[src/rtl/ddr_cmd_monitor_pkg.sv]
// ddr_cmd_monitor_pkg: shared DDR command encodings, init FSM states and default timings
package ddr_cmd_monitor_pkg;
    localparam int T_RP = 3;
    localparam int T_MRD = 2;
    localparam int T_RFC = 11;
    localparam int T_RCD = 2;
    typedef enum logic [2:0] {
        CMD_LMR = 3'b000,
        CMD_AR  = 3'b001,
        CMD_PRE = 3'b010,
        CMD_ACT = 3'b011,
        CMD_WR  = 3'b100,
        CMD_RD  = 3'b101,
        CMD_BST = 3'b110,
        CMD_NOP = 3'b111
    } cmd_t;
    typedef enum logic [3:0] {
        S_WAIT_CKE, S_PRE0, S_EMRS, S_MRS0, S_PRE1, S_AR0, S_AR1, S_MRS1, S_READY, S_FAIL
    } state_t;
    function automatic logic [3:0] req_gap(cmd_t c, int trp, int tmrd, int trfc, int trcd);
        return c == CMD_PRE ? 4'(trp) : c == CMD_LMR ? 4'(tmrd) :
               c == CMD_AR ? 4'(trfc) : c == CMD_ACT ? 4'(trcd) : 4'd1;
    endfunction
endpackage

[src/rtl/ddr_cmd_monitor_gap_checker.sv]
// ddr_gap_checker: tracks edges since the last command and flags commands issued too early
module ddr_gap_checker import ddr_cmd_monitor_pkg::*; #(
    parameter int tRP = T_RP,
    parameter int tMRD = T_MRD,
    parameter int tRFC = T_RFC,
    parameter int tRCD = T_RCD
) (
    input  logic clk133_p,
    input  logic rst,
    input  logic fire,
    input  cmd_t cmd,
    output logic viol
);
    logic [3:0] gap, req;
    always_ff @(posedge clk133_p) begin
        if (rst) begin
            gap <= 4'd15;
            req <= 4'd1;
        end else begin
            gap <= fire ? 4'd1 : gap == 4'd15 ? gap : gap + 4'd1;
            req <= fire ? req_gap(cmd, tRP, tMRD, tRFC, tRCD) : req;
        end
    end
    assign viol = fire && gap < req;
endmodule

[src/rtl/ddr_cmd_monitor.sv]
// ddr_cmd_monitor: passive DDR command-bus monitor checking init order, bank use and command spacing
module ddr_cmd_monitor import ddr_cmd_monitor_pkg::*; #(
    parameter int tRP = T_RP,
    parameter int tMRD = T_MRD,
    parameter int tRFC = T_RFC,
    parameter int tRCD = T_RCD
) (
    input  logic        clk133_p,
    input  logic        rst,
    input  logic        sd_CKE,
    input  logic        sd_CS,
    input  logic        sd_RAS,
    input  logic        sd_CAS,
    input  logic        sd_WE,
    input  logic [12:0] sd_A,
    input  logic [1:0]  sd_BA,
    output logic        cmdValid,
    output logic [2:0]  cmdCode,
    output logic        initDone,
    output logic [12:0] modeReg,
    output logic [12:0] extModeReg,
    output logic [3:0]  bankOpen,
    output logic        errTiming,
    output logic        errSequence,
    output logic [7:0]  errCount
);
    state_t state, state_n;
    cmd_t cmd;
    logic cke_q, fire, viol, exp_ok, seq_bad, cke_fall, init_st;
    logic [3:0] bank_n;
    logic [12:0] mode_n, ext_n;
    assign cmd = cmd_t'({sd_RAS, sd_CAS, sd_WE});
    assign fire = sd_CKE && !sd_CS && cmd != CMD_NOP;
    assign cke_fall = cke_q && !sd_CKE && state != S_WAIT_CKE;
    assign init_st = state != S_WAIT_CKE && state != S_READY && state != S_FAIL;
    assign exp_ok = (state == S_PRE0 || state == S_PRE1) ? cmd == CMD_PRE && sd_A[10] :
                    state == S_EMRS ? cmd == CMD_LMR && sd_BA == 2'b01 :
                    (state == S_MRS0 || state == S_MRS1) ? cmd == CMD_LMR && sd_BA == 2'b00 :
                    (state == S_AR0 || state == S_AR1) && cmd == CMD_AR;
    ddr_gap_checker #(.tRP(tRP), .tMRD(tMRD), .tRFC(tRFC), .tRCD(tRCD)) u_gap (
        .clk133_p(clk133_p),
        .rst(rst),
        .fire(fire),
        .cmd(cmd),
        .viol(viol)
    );
    always_ff @(posedge clk133_p) begin
        if (rst) begin
            state <= S_WAIT_CKE;
            cke_q <= 1'b0;
            cmdValid <= 1'b0;
            cmdCode <= CMD_NOP;
            initDone <= 1'b0;
            modeReg <= '0;
            extModeReg <= '0;
            bankOpen <= '0;
            errTiming <= 1'b0;
            errSequence <= 1'b0;
            errCount <= '0;
        end else begin
            state <= state_n;
            cke_q <= sd_CKE;
            cmdValid <= fire;
            cmdCode <= fire ? cmd : CMD_NOP;
            initDone <= state_n == S_READY;
            modeReg <= mode_n;
            extModeReg <= ext_n;
            bankOpen <= bank_n;
            errTiming <= errTiming | viol;
            errSequence <= errSequence | seq_bad | cke_fall;
            errCount <= errCount + {7'd0, (viol || seq_bad) && errCount != 8'hFF};
        end
    end
    always_comb begin
        state_n = state;
        if (state == S_WAIT_CKE)
            state_n = sd_CKE ? S_PRE0 : S_WAIT_CKE;
        else if (cke_fall && state != S_READY)
            state_n = S_FAIL;
        else if (init_st && fire)
            state_n = exp_ok ? state_t'(state + 4'd1) : S_FAIL;
    end
    always_comb begin
        seq_bad = 1'b0;
        bank_n = bankOpen;
        mode_n = modeReg;
        ext_n = extModeReg;
        if (init_st && fire) begin
            seq_bad = !exp_ok;
            ext_n = exp_ok && state == S_EMRS ? sd_A : extModeReg;
            mode_n = exp_ok && (state == S_MRS0 || state == S_MRS1) ? sd_A : modeReg;
        end else if (state == S_READY && fire) begin
            case (cmd)
                CMD_ACT: begin
                    seq_bad = bankOpen[sd_BA];
                    bank_n[sd_BA] = 1'b1;
                end
                CMD_RD, CMD_WR, CMD_BST: seq_bad = !bankOpen[sd_BA];
                CMD_PRE: bank_n = sd_A[10] ? 4'b0 : bankOpen & ~(4'b1 << sd_BA);
                default: seq_bad = |bankOpen;
            endcase
        end
    end
endmodule

[config.mk]
export PLATFORM = sky130hd
export DESIGN_NAME = ddr_cmd_monitor
export DESIGN_NICKNAME = d
export VERILOG_FILES = /design/src/rtl/ddr_cmd_monitor_pkg.sv /design/src/rtl/ddr_cmd_monitor_gap_checker.sv /design/src/rtl/ddr_cmd_monitor.sv
export SDC_FILE = /design/constraint.sdc
export NUM_CORES = 1
export LEC_CHECK = 0
export ABC_AREA = 0
export BUFFER_PORTS_ARGS = -buffer_cell sky130_fd_sc_hd__buf_2
export CORE_ASPECT_RATIO = 1.5
export CORE_MARGIN = 4
export CORE_UTILIZATION = 38
export DETAILED_ROUTE_END_ITERATION = 10
export GPL_TIMING_DRIVEN = 1
export PLACE_DENSITY_LB_ADDON = 0.15
export SLEW_MARGIN = 20
export SYNTH_ARGS = -nofsm -noshare
export SYNTH_HDL_FRONTEND = slang
export SYNTH_SLANG_ARGS = --single-unit
[constraint.sdc]
create_clock -name clk133_p -period 2.9 [get_ports clk133_p]
set_clock_uncertainty 0.2 [all_clocks]
set_input_delay 0.29 -clock clk133_p [delete_from_list [all_inputs] [get_ports clk133_p]]
set_output_delay 0.29 -clock clk133_p [all_outputs]
set_load 0.05 [all_outputs]
# After elaboration in Yosys (flattened, before gate mapping)
# Index checks and enable logic that the tools add are counted.
[word_totals] out_inout_bits=45 word_cells=112 reg_bits=58
[op_classes] n_bitwise=8 eq_ne=22 shift=1 muxes=23 add_sub_neg=3 n_reduce_logical=38 n_lt_le_gt_ge=3
[ops] cell="two-way mux 4 bit" count=10
[ops] cell="logical AND 1 bit" count=18
[ops] cell="equality test 4 x 3 -> 1 bit (second input constant)" count=4
[ops] cell="equality test 4 bit (second input constant)" count=3
[ops] cell="equality test 3 bit (second input constant)" count=3
[ops] cell="adder 4 x 1 -> 4 bit (second input constant)" count=2
[ops] cell="adder 8 x 1 -> 8 bit" count=1
[ops] cell="equality test 4 x 2 -> 1 bit (second input constant)" count=2
[ops] cell="two-way mux 1 bit" count=8
[ops] cell="inequality test 4 bit (second input constant)" count=2
[ops] cell="inequality test 8 bit (second input constant)" count=1
[ops] cell="case mux 4 bit (2 select lines)" count=1
[ops] cell="equality test 3 x 2 -> 1 bit (second input constant)" count=2
[ops] cell="AND 4 bit" count=1
[ops] cell="equality test 4 x 1 -> 1 bit (second input constant)" count=1
[ops] cell="zero test 1 bit" count=4
[ops] cell="zero test 4 bit" count=1
[ops] cell="logical OR 1 bit" count=4
[ops] cell="less-than comparator 4 bit" count=1
[ops] cell="inverter 4 bit" count=1
[ops] cell="OR 4 bit" count=1
[ops] cell="AND reduction 2 bit" count=2
[ops] cell="nonzero test 4 bit" count=1
[ops] cell="OR reduction 2 bit" count=2
[ops] cell="19 further kinds" count=22

# Longest topological paths before layout
# Gate-level depths: netlist of the first run.
[depth] ltp_word=11 mapped_depth=12 ltp_nobuf=12

# By module
# A second synthesis of the first run with hierarchy kept.
[hier_totals] hier_cells=280 area_unflattened_um2=2675.1
[by_module_without_submodules] mod="ddr_cmd_monitor" area_each_um2=2307.2 cells_each=242 n_inst=1 seq_area_each_um2=1001.0
[by_module_without_submodules] mod="ddr_gap_checker" area_each_um2=367.9 cells_each=38 n_inst=1 seq_area_each_um2=140.1

# Worst setup path before layout of the first run
# Ideal clock, no wire load.
[synth_timing] path_kind="flip-flop to flip-flop" from="reg state[0]" to="reg errCount[7]" t_required_ps=2630 setup_time_ps=70 path_buffers=0 slack_ps=-35 arrival_ps=2665 path_stages_with_launch=12 synth_period_minus_slack_ps=2935 cell_sequence="dfxtp_1 inv_1 ha_1 or3b_2 o2111ai_1 o21bai_1 nand3_1 a31oi_1 ha_1 nand3_1 or3_1 a21oi_1"
[synth_between] elab_chain_len=11 word_cells_on_any_way=28 cone_classes="1 x add/sub; 10 x eq/ne; 5 x mux; 12 x reduce/logical"
[synth_lines] element="start: declaration" line="ddr_cmd_monitor.sv:27" rtl="state_t state, state_n;"
[synth_lines] element="start signal: assignment" line="ddr_cmd_monitor.sv:61" rtl="state <= state_n;"
[synth_lines] element="equality test 4 x 3 -> 1 bit" line="ddr_cmd_monitor.sv:39" rtl="(state == S_AR0 || state == S_AR1) && cmd == CMD_AR;"
[synth_lines] element="logical OR 1 bit" line="ddr_cmd_monitor.sv:39"
[synth_lines] element="logical AND 1 bit" line="ddr_cmd_monitor.sv:39"
[synth_lines] element="two-way mux 1 bit" line="ddr_cmd_monitor.sv:38" rtl="(state == S_MRS0 || state == S_MRS1) ? cmd == CMD_LMR && sd_BA == 2'b00 :"
[synth_lines] element="two-way mux 1 bit" line="ddr_cmd_monitor.sv:37" rtl="state == S_EMRS ? cmd == CMD_LMR && sd_BA == 2'b01 :"
[synth_lines] element="two-way mux 1 bit" line="ddr_cmd_monitor.sv:36" rtl="assign exp_ok = (state == S_PRE0 || state == S_PRE1) ? cmd == CMD_PRE && sd_A[10] :"
[synth_lines] element="zero test 1 bit" line="ddr_cmd_monitor.sv:89" rtl="seq_bad = !exp_ok;"
[synth_lines] element="two-way mux 1 bit *" line="ddr_cmd_monitor.sv:88" rtl="if (init_st && fire) begin"
[synth_lines] element="logical OR 1 bit *" line="ddr_cmd_monitor.sv:71" rtl="errCount <= errCount + {7'd0, (viol || seq_bad) && errCount != 8'hFF};"
[synth_lines] element="logical AND 1 bit *" line="ddr_cmd_monitor.sv:71"
[synth_lines] element="adder 8 x 1 -> 8 bit *" line="ddr_cmd_monitor.sv:71"
[synth_lines] element="end signal: assignment" line="ddr_cmd_monitor.sv:71"
[synth_lines] element="end: declaration" line="ddr_cmd_monitor.sv:25" rtl="output logic [7:0] errCount"
# Every way passes the cells marked *; elsewhere a longest branch is shown, timed or not.
# A chain may end at the register's enable or synchronous reset.

# Worst setup path after layout of the first run
[layout_timing] from="reg state[0]" to="reg errCount[5]"
# The elaborated chain is that of the path after synthesis.

==> results.json, run 1 <==
{
  "status": "completed",
  "grt_overflow_total": 0,
  "endpoint_kind": "register",
  "layout.nets": 404,
  "fmax_ghz": 0.367,
  "worstReg2RegStart": "state[0]",
  "required_ns": 2.96,
  "core_region_area_um2": 7180,
  "antenna_found_initial": 0,
  "slew_viol_final": 0,
  "cts.path.max_buffers": 2,
  "netlist_instances": 301,
  "die_w_um": 78.0,
  "grt-busiest-layer": "met2",
  "viasPerCell": 4.91,
  "met2_usage_pct": 24.6,
  "switching_share_pct": 26.8,
  "synth_cell_type_count": 46,
  "cp-startpoint": "state[0]",
  "grt_pass1_vias": 2276,
  "nFillCells": 717,
  "internal-power_mw": 1.36,
  "multi_input_area_um2": 1570,
  "start_util_pct": 38.9,
  "power.density_nw_per_um2": 531,
  "min_period_over_period_pct": 93.8,
  "fin_tns_setup_ns": 0,
  "synth_ff_type": "dfxtp_1",
  "drt_iter0_markers": 98,
  "power.leakage_nw": 1.55,
  "yosysSeqAreaShare_pct": 40.8,
  "avgSynthCellArea_um2": 9.29,
  "worst_slew_pin_slew_ns": 0.971,
  "combPwrFrac_pct": 14.9,
  "hp-class": "in -> reg",
  "vias": 2347,
  "postSynth.asyncResetShare_pct": 0,
  "min_from": "sd_A[12]",
  "dpl.hpwl_um": 4550,
  "grt_max_degree": 69,
  "hold_buffers": 0,
  "worst-setup-path-type": "reg -> reg",
  "clock_latency_ns": 0.33,
  "p_sw_mw": 0.496,
  "rows": 38,
  "wl_um": 6380,
  "use_met3_pct": 3.82,
  "slew_headroom_pct": 35.3,
  "hold_viol": 0,
  "yosysWarnings": 0,
  "regArea_um2": 1140,
  "htreeDepth": 3,
  "drc": 0,
  "arrival_ns": 2.78,
  "p_seq_share_pct": 45.5,
  "die_y_um": 113,
  "path_clk_slew_ns": 0.07,
  "synth_enable_flop_cells": 0,
  "gr-usage-all-layers_pct": 14.9,
  "gp_congestion": 0.775,
  "ant_nets": 0,
  "syn_nets": 332,
  "cts_made_buffers": 9,
  "grt_pass1_wl_um": 10500,
  "dpl_worst_slack_ns": 0.107,
  "diodes": 0,
  "clockPowerShare_pct": 39.6,
  "portBuffers": 66,
  "cts_root_buffer": "clkbuf_8",
  "num_io_pins": 67,
  "ys_ff_latch": 57,
  "wire_per_inst_um": 13.3,
  "grt_util_met1_pct": 17.4,
  "cp_max_fo": 5,
  "vdd.ir_drop.worst_mv": 0.278,
  "worst_setup_path_start_kind": "register",
  "post_cts_buffers": 0,
  "drive_above_1_share_pct": 29.4,
  "setup_viol": 0,
  "dieArea_um2": 8820,
  "synth_area_um2": 2800,
  "area_growth_pct": 25.0,
  "clock_sinks": 57,
  "layout_setup_ws_ns": 0.178,
  "dr.pass1.iters": 5,
  "cts_resized": 0,
  "drv_cap": 0,
  "cts_tree": "done",
  "post-route-min-period_ns": 2.72
}
## power by group through the flow
stage / registers, mW / clock network (mW) / logic [mW]
floorplan: 0.880 / 0 / 0.179
global placement: 0.863 / 0 / 0.266
detailed placement: 0.863 / 0 / 0.275
CTS: 0.845 / 0.763 / 0.276
global route: 0.849 / 0.789 / 0.315
finish: 0.844 / 0.735 / 0.275
## per-stage QoR
step	total power, mW	instance area [um2]	hold slack [ns]	instances	utilization [%]
final	1.85	3490	0.0345	478	48.7
after detailed placement	1.14	3260	0.241	462	45.3
after floorplan	1.06	2800	0.218	301	-
after global placement	1.13	3260	0.237	462	45.3
after global routing	1.95	3490	0.0400	478	48.7
after CTS	1.88	3450	0.0154	478	48.1
## layout make-up
class | count | share of cell area, %
Multi-Input combinational cell | 218 | 45.0
Tap cell | 100 | 3.58
Clock inverter | 5 | 1.58
Timing Repair Buffer | 78 | 12.0
Inverter | 9 | 0.967
Sequential cell | 57 | 32.8
Clock buffer | 11 | 4.05
## layer usage
layer  vias up  share of wire [%]
met4         0                2.8
li1       1193                  -
met1      1077                 42
met2        62                 49
met3        15                5.9
met5         -                  0
## synth_stat cells, drive strengths merged (2+ instances only)
| library cell | instances | share of area [%] |
|---|---|---|
| o21ai | 10 | 1.8 |
| or3b | 2 | 0.63 |
| a22oi | 5 | 1.3 |
| xor2 | 4 | 1.3 |
| or3 | 5 | 1.1 |
| nand3 | 8 | 1.4 |
| mux2i | 30 | 11 |
| a31oi | 3 | 0.67 |
| nor3b | 2 | 0.54 |
| a21o | 3 | 0.81 |
| ha | 9 | 4.0 |
| a211o | 3 | 0.94 |
| nor2b | 7 | 1.6 |
| nand4 | 3 | 0.67 |
| dfxtp | 57 | 41 |
| and3 | 3 | 0.67 |
| xnor2 | 3 | 0.94 |
| nand2 | 12 | 1.6 |
| o21bai | 5 | 1.3 |
| a21oi | 14 | 2.5 |
| or2 | 2 | 0.45 |
| nor4 | 2 | 0.45 |
| inv | 9 | 1.2 |
| buf | 6 | 1.7 |
| nor2 | 21 | 2.8 |
| nand2b | 44 | 9.8 |
| clkbuf | 11 | 1.5 |
| nand3b | 2 | 0.54 |
## registers in the layout (all words and copies together), names as in the netlist, 3 cells and up
| register | cells |
|---|---|
| cmdCode | 3 |
| errCount | 8 |
| u_gap.gap | 4 |
| modeReg | 13 |
| extModeReg | 13 |
| bankOpen | 4 |
| u_gap.req | 3 |
| state | 4 |
## worst max-delay path: stages (launching register included)
cell,delay (ns)
dfxtp_1,0.31
inv_2,0.07
ha_2,0.18
or3b_2,0.48
o2111ai_2,0.19
o21bai_4,0.15
nand3_2,0.10
a31oi_2,0.18
ha_2,0.21
nand3_2,0.11
or3_1,0.32
a21oi_1,0.14
## final timing paths
| path | to | slack [ns] | depth (start not counted) |
|---|---|---|---|
| min | extModeReg[12] | 0.03 | 3 |
| max | errCount[5] | 0.18 | 11 |
| max reg2reg | errCount[5] | 0.18 | 11 |
| min reg2reg | errTiming | 0.25 | 2 |
## kinds of logic after synthesis
kind of cell / after synthesis / synth area share [%]
AO/OA/AOI/OAI: 52 / 12.9
XOR/XNOR: 7 / 2.19
adder cells (fa/ha/maj): 9 / 4.03
buffers and inverters: 26 / 4.39
flip-flops: 57 / 40.8
multiplexers: 31 / 11.5
AND/OR/NAND/NOR: 119 / 24.1
## layout by cell type, fill, tap and decap left out, types with 2 or more instances in the layout
cell type	count
a31oi_1	2
xnor2_1	3
nor4_1	2
a211o_1	3
nand3b_1	2
or2_2	2
o21ai_0	10
nor2b_1	7
nand4_1	3
and3_1	3
clkinv_2	2
xor2_1	4
nand2_1	12
a21oi_1	14
nor3b_1	2
ha_2	3
buf_4	12
or3_1	5
clkbuf_8	10
o21bai_1	4
a21o_1	3
buf_2	66
dfxtp_1	56
nand2b_1	44
nand3_2	2
nor2_1	21
inv_1	8
or3b_2	2
clkinvlp_4	2
mux2i_1	30
a22oi_1	5
ha_1	6
nand3_1	6
Power figures use the tool's default switching activity.
==> run 2: changes to the inputs <==
- clock period: 2.9 -> 2.62 ns (I/O delays scaled with it)
==> results.json, run 2 (same netlist as run 1, synthesis figures left out) <==
{
  "ant_nets": 0,
  "layout_common_cells": "buf_2 (66), dfxtp_1 (55), nand2b_1 (44), mux2i_1 (29)",
  "min_period_over_period_pct": 98.3,
  "fmax_ghz": 0.388,
  "wire_per_inst_um": 13.7,
  "drive_above_1_share_pct": 32.9,
  "dr.pass1.iters": 4,
  "die_w_um": 78.0,
  "worst_slew_pin_slew_ns": 0.728,
  "vdd.ir_drop.worst_mv": 0.337,
  "slew_viol_final": 0,
  "worst-setup-path-type": "reg -> reg",
  "area_growth_pct": 33.4,
  "finalPower_mw": 2.12,
  "path_cells": "inv_4, ha_4, or3b_4, o2111ai_2, o21bai_4, nand3_2, a31oi_2, ha_2, nand3_2, or3_4, a21oi_2",
  "hp-class": "in -> reg",
  "cp-startpoint": "state[0]",
  "viasPerCell": 4.96,
  "drt_iter0_markers": 116,
  "post-route-min-period_ns": 2.58,
  "dpl.hpwl_um": 4910,
  "grt_overflow_total": 0,
  "portBuffers": 66,
  "grt_pass1_vias": 2430,
  "path_clk_slew_ns": 0.07,
  "antenna_found_initial": 0,
  "cp_max_fo": 3,
  "critPathSlowestCell": "or3b_4",
  "grt_max_degree": 52,
  "slew_headroom_pct": 51.5,
  "endpoint_kind": "register",
  "layout_setup_ws_ns": 0.0437,
  "power.leakage_nw": 1.65,
  "reg.largest.list": "extModeReg x13, modeReg x13, errCount x8",
  "holdWs_ns": 0.0162,
  "cts_made_buffers": 9,
  "cts_root_buffer": "clkbuf_8",
  "arrival_ns": 2.64,
  "dpl_worst_slack_ns": 0.00116,
  "required_ns": 2.69,
  "gp_congestion": 0.792,
  "cts_tree": "done",
  "drc": 0,
  "diodes": 0,
  "worst_path_largest_cell_delay_ns": 0.38,
  "rows": 38,
  "wl_um": 6790,
  "die_y_um": 113,
  "worstReg2RegStart": "state[0]",
  "crit_top_cell": "nand3_2",
  "final_util_pct": 51.9,
  "core_region_area_um2": 7180,
  "gr-usage-all-layers_pct": 16.1,
  "worst_setup_path_start_kind": "register",
  "rsz0062_at_grt": "yes",
  "num_io_pins": 67,
  "grt_pass1_wl_um": 11500,
  "fin_tns_setup_ns": 0,
  "dieArea_um2": 8820,
  "clock_sinks": 57,
  "start_util_pct": 38.9,
  "hold_viol": 0,
  "power.density_nw_per_um2": 568,
  "cts.path.max_buffers": 2,
  "layout.nets": 421,
  "final_common_cell": "buf_2",
  "status": "completed",
  "vias": 2455,
  "clock_latency_ns": 0.34,
  "htreeDepth": 3,
  "setup_viol": 0,
  "min_from": "sd_A[2]",
  "drv_cap": 0,
  "nFillCells": 685
}
[run 2: cell types whose count changed in the layout (fill, tap and decap cells not counted), sizes merged]
| cell | previous run | this run |
|---|---|---|
| buf | 78 | 89 |
| dlygate4sd3 | 0 | 6 |
[run 2: final timing paths]
check             cells past startpoint  slack [ns]             to
setup / recovery                     11        0.04    errCount[7]
hold / removal                        3        0.02  extModeReg[2]
setup reg to reg                     11        0.04    errCount[7]
hold reg to reg                       2        0.26      errTiming
[run 2: where the power goes]
| part | leakage (nW) | total [mW] | switching, mW | internal, mW |
|---|---|---|---|---|
| clock | 0.101 | 0.856 | 0.357 | 0.500 |
| sequential | 0.463 | 0.938 | 0.0352 | 0.902 |
| combinational | 1.08 | 0.324 | 0.169 | 0.155 |
[run 2: stage by stage]
stage	instance area, um2	std cells
floorplan	2830	301
global placement	3380	472
detailed placement	3380	472
CTS	3650	494
global route	3730	495
finish	3730	495
[run 2: cell type report]
class                      count  area [um2]  area share [%]
inverter                       9        36.3           0.973
timing repair buffer          95         583            15.6
sequential                    57        1150            30.7
clock inverter                 5        62.6            1.68
clock buffer                  11         153            4.09
tap                          100         125            3.36
multi-input combinational    218        1620            43.5
[run 2: worst max-delay path, delay by kind of cell (launching register included)]
kind                       cells  cell delay, ns
AOI/OAI and AO/OA              4            0.63
and+or+nand+nor                4            0.95
adders and majority gates      2            0.33
buffers and inverters          1            0.06
DFF                            1            0.35
[run 2: repair_timing]
item | CTS | global route
hold endpoints to repair | 9 | 0
buffers inserted | 0 | 1
gates resized for setup | 0 | 17
setup endpoints to repair | 1 | 18
pin swaps | 4 | 8
hold buffers | 6 | 0
[run 2: routing by layer]
metal  vias to the layer above  share of wire (%)  track usage [%]  routed length (um)
met2                        67                 49             27.3                3340
met1                      1147                 42             19.0                2880
met3                        14                6.1             4.06                 416
met5                         -                  0                0                   0
li1                       1227                  -                -                   -
met4                         0                2.2             7.47                 146
==> run 3: changes to the inputs <==
- RECOVER_POWER: not set -> 50
==> results.json, run 3 (same netlist as run 1, synthesis figures left out) <==
{
  "cts_root_buffer": "clkbuf_8",
  "maxUsedRoutingLayer": "met4",
  "worst-r2r-cell-count": 11,
  "hold_viol": 0,
  "drive_above_1_share_pct": 24.3,
  "layout.nets": 421,
  "clock_latency_ns": 0.34,
  "clock_sinks": 57,
  "wl_met2_um": 3380,
  "core_region_area_um2": 7180,
  "worst_setup_path_start_kind": "register",
  "start_util_pct": 38.9,
  "r2r-end": "errCount[7]",
  "vias": 2450,
  "path_clk_slew_ns": 0.07,
  "grt_overflow_total": 0,
  "cts_tree": "done",
  "num_io_pins": 67,
  "htreeDepth": 3,
  "area_growth_pct": 31.8,
  "power.leakage_nw": 1.51,
  "slew_viol_final": 0,
  "grt_pass1_vias": 2430,
  "finalPower_mw": 2.12,
  "rsz0062_at_grt": "yes",
  "drt-met1-wl_um": 2840,
  "nFillCells": 703,
  "post-route-min-period_ns": 2.58,
  "cts.path.max_buffers": 2,
  "holdPathEnd": "extModeReg[2]",
  "endpoint_kind": "register",
  "fin_tns_setup_ns": 0,
  "min_period_over_period_pct": 98.3,
  "setup_viol": 0,
  "dr.pass1.iters": 4,
  "viasPerCell": 4.95,
  "diodes": 0,
  "min_from": "sd_A[2]",
  "portBuffers": 66,
  "wl_um": 6770,
  "gr-usage-all-layers_pct": 16.1,
  "cts_made_buffers": 9,
  "rows": 38,
  "drc": 0,
  "final_common_cell": "dfxtp_1",
  "cp-startpoint": "state[0]",
  "reg2reg_slack_ns": 0.04,
  "slew_headroom_pct": 51.8,
  "layout_common_cells": "dfxtp_1 (55), nand2b_1 (44), clkbuf_1 (35), buf_2 (33), mux2i_1 (29)",
  "fmax_ghz": 0.388,
  "whs_path_depth": 3,
  "die_w_um": 78.0,
  "dpl.hpwl_um": 4910,
  "vdd.ir_drop.worst_mv": 0.339,
  "power.density_nw_per_um2": 575,
  "required_ns": 2.69,
  "worst-setup-path-type": "reg -> reg",
  "worstReg2RegStart": "state[0]",
  "dieArea_um2": 8820,
  "grt_max_degree": 52,
  "ant_nets": 0,
  "grt_pass1_wl_um": 11500,
  "die_y_um": 113,
  "gp_congestion": 0.792,
  "met3RoutedLength_um": 402,
  "cp_max_fo": 3,
  "reg.largest.list": "extModeReg x13, modeReg x13, errCount x8",
  "drt_iter0_markers": 126,
  "worst_slew_pin_slew_ns": 0.723,
  "hp-class": "in -> reg",
  "drv_cap": 0,
  "antenna_found_initial": 0,
  "wire_per_inst_um": 13.7,
  "status": "completed",
  "arrival_ns": 2.65
}
[run 3: cell types whose count changed in the layout (fill, tap and decap cells not counted)]
cell      change
clkbuf_1     +34
buf_2        -33
buf_4         -1
[run 3: timing repair]
| item | 4_1_cts | 5_1_grt |
|---|---|---|
| pin swaps | 4 | 8 |
| cloned | 0 | 0 |
| setup buffers | 0 | 1 |
| hold buffers | 6 | 0 |
| resized for setup | 0 | 17 |
| hold endpoints to repair | 9 | 0 |
| endpoints found under the setup margin | 1 | 18 |
[run 3: metal layers]
metal,up-vias,track usage [%]
met3,14,4.06
met5,-,0
li1,1227,-
met2,64,27.3
met4,0,7.47
met1,1145,19.0
[run 3: area by class of cell]
| type | instances | area, um2 | share of cell area (%) |
|---|---|---|---|
| timing repair buffer | 95 | 538 | 14.6 |
| multi-input combinational | 218 | 1620 | 44.1 |
| sequential | 57 | 1150 | 31.1 |
| clock buffer | 11 | 153 | 4.14 |
| clock inverter | 5 | 62.6 | 1.70 |
| tap | 100 | 125 | 3.40 |
| inverter | 9 | 36.3 | 0.985 |
[run 3: worst max-delay path by stage]
stage	cells after the start	to	slack, ns
detailed placement	11	errCount[7]	0.001
floorplan	11	errCount[7]	-0.009
CTS	11	errCount[7]	0.006
global placement	11	errCount[7]	0.07
finish	11	errCount[7]	0.04
global route	11	errCount[7]	-0.1
[run 3: power by group]
part           total, mW  leakage [nW]  switching (mW)  internal (mW)
sequential         0.938         0.463          0.0354          0.902
combinational      0.323         0.944           0.170          0.153
clock              0.858         0.101           0.358          0.500
[run 3: stage by stage]
step / cells / setup WS [ns] / instance area [um2] / utilization, % / hold slack [ns]
after floorplan: 301 / -0.00868 / 2830 / - / 0.190
after global placement: 472 / 0.0683 / 3380 / 47.1 / 0.239
after detailed placement: 472 / 0.00116 / 3380 / 47.1 / 0.246
after CTS: 494 / 0.00616 / 3650 / 50.9 / 0.00198
after global routing: 495 / -0.0990 / 3680 / 51.3 / 0.0249
final: 495 / 0.0435 / 3680 / 51.3 / 0.0127
[run 3: worst max-delay path, cell delays in order, from the launching register on]
cell and delay, ns:
dfxtp_4 0.35, inv_4 0.06, ha_4 0.12, or3b_4 0.38
o2111ai_2 0.19, o21bai_4 0.15, nand3_2 0.10, a31oi_2 0.18
ha_2 0.21, nand3_2 0.09, or3_4 0.38, a21oi_2 0.11
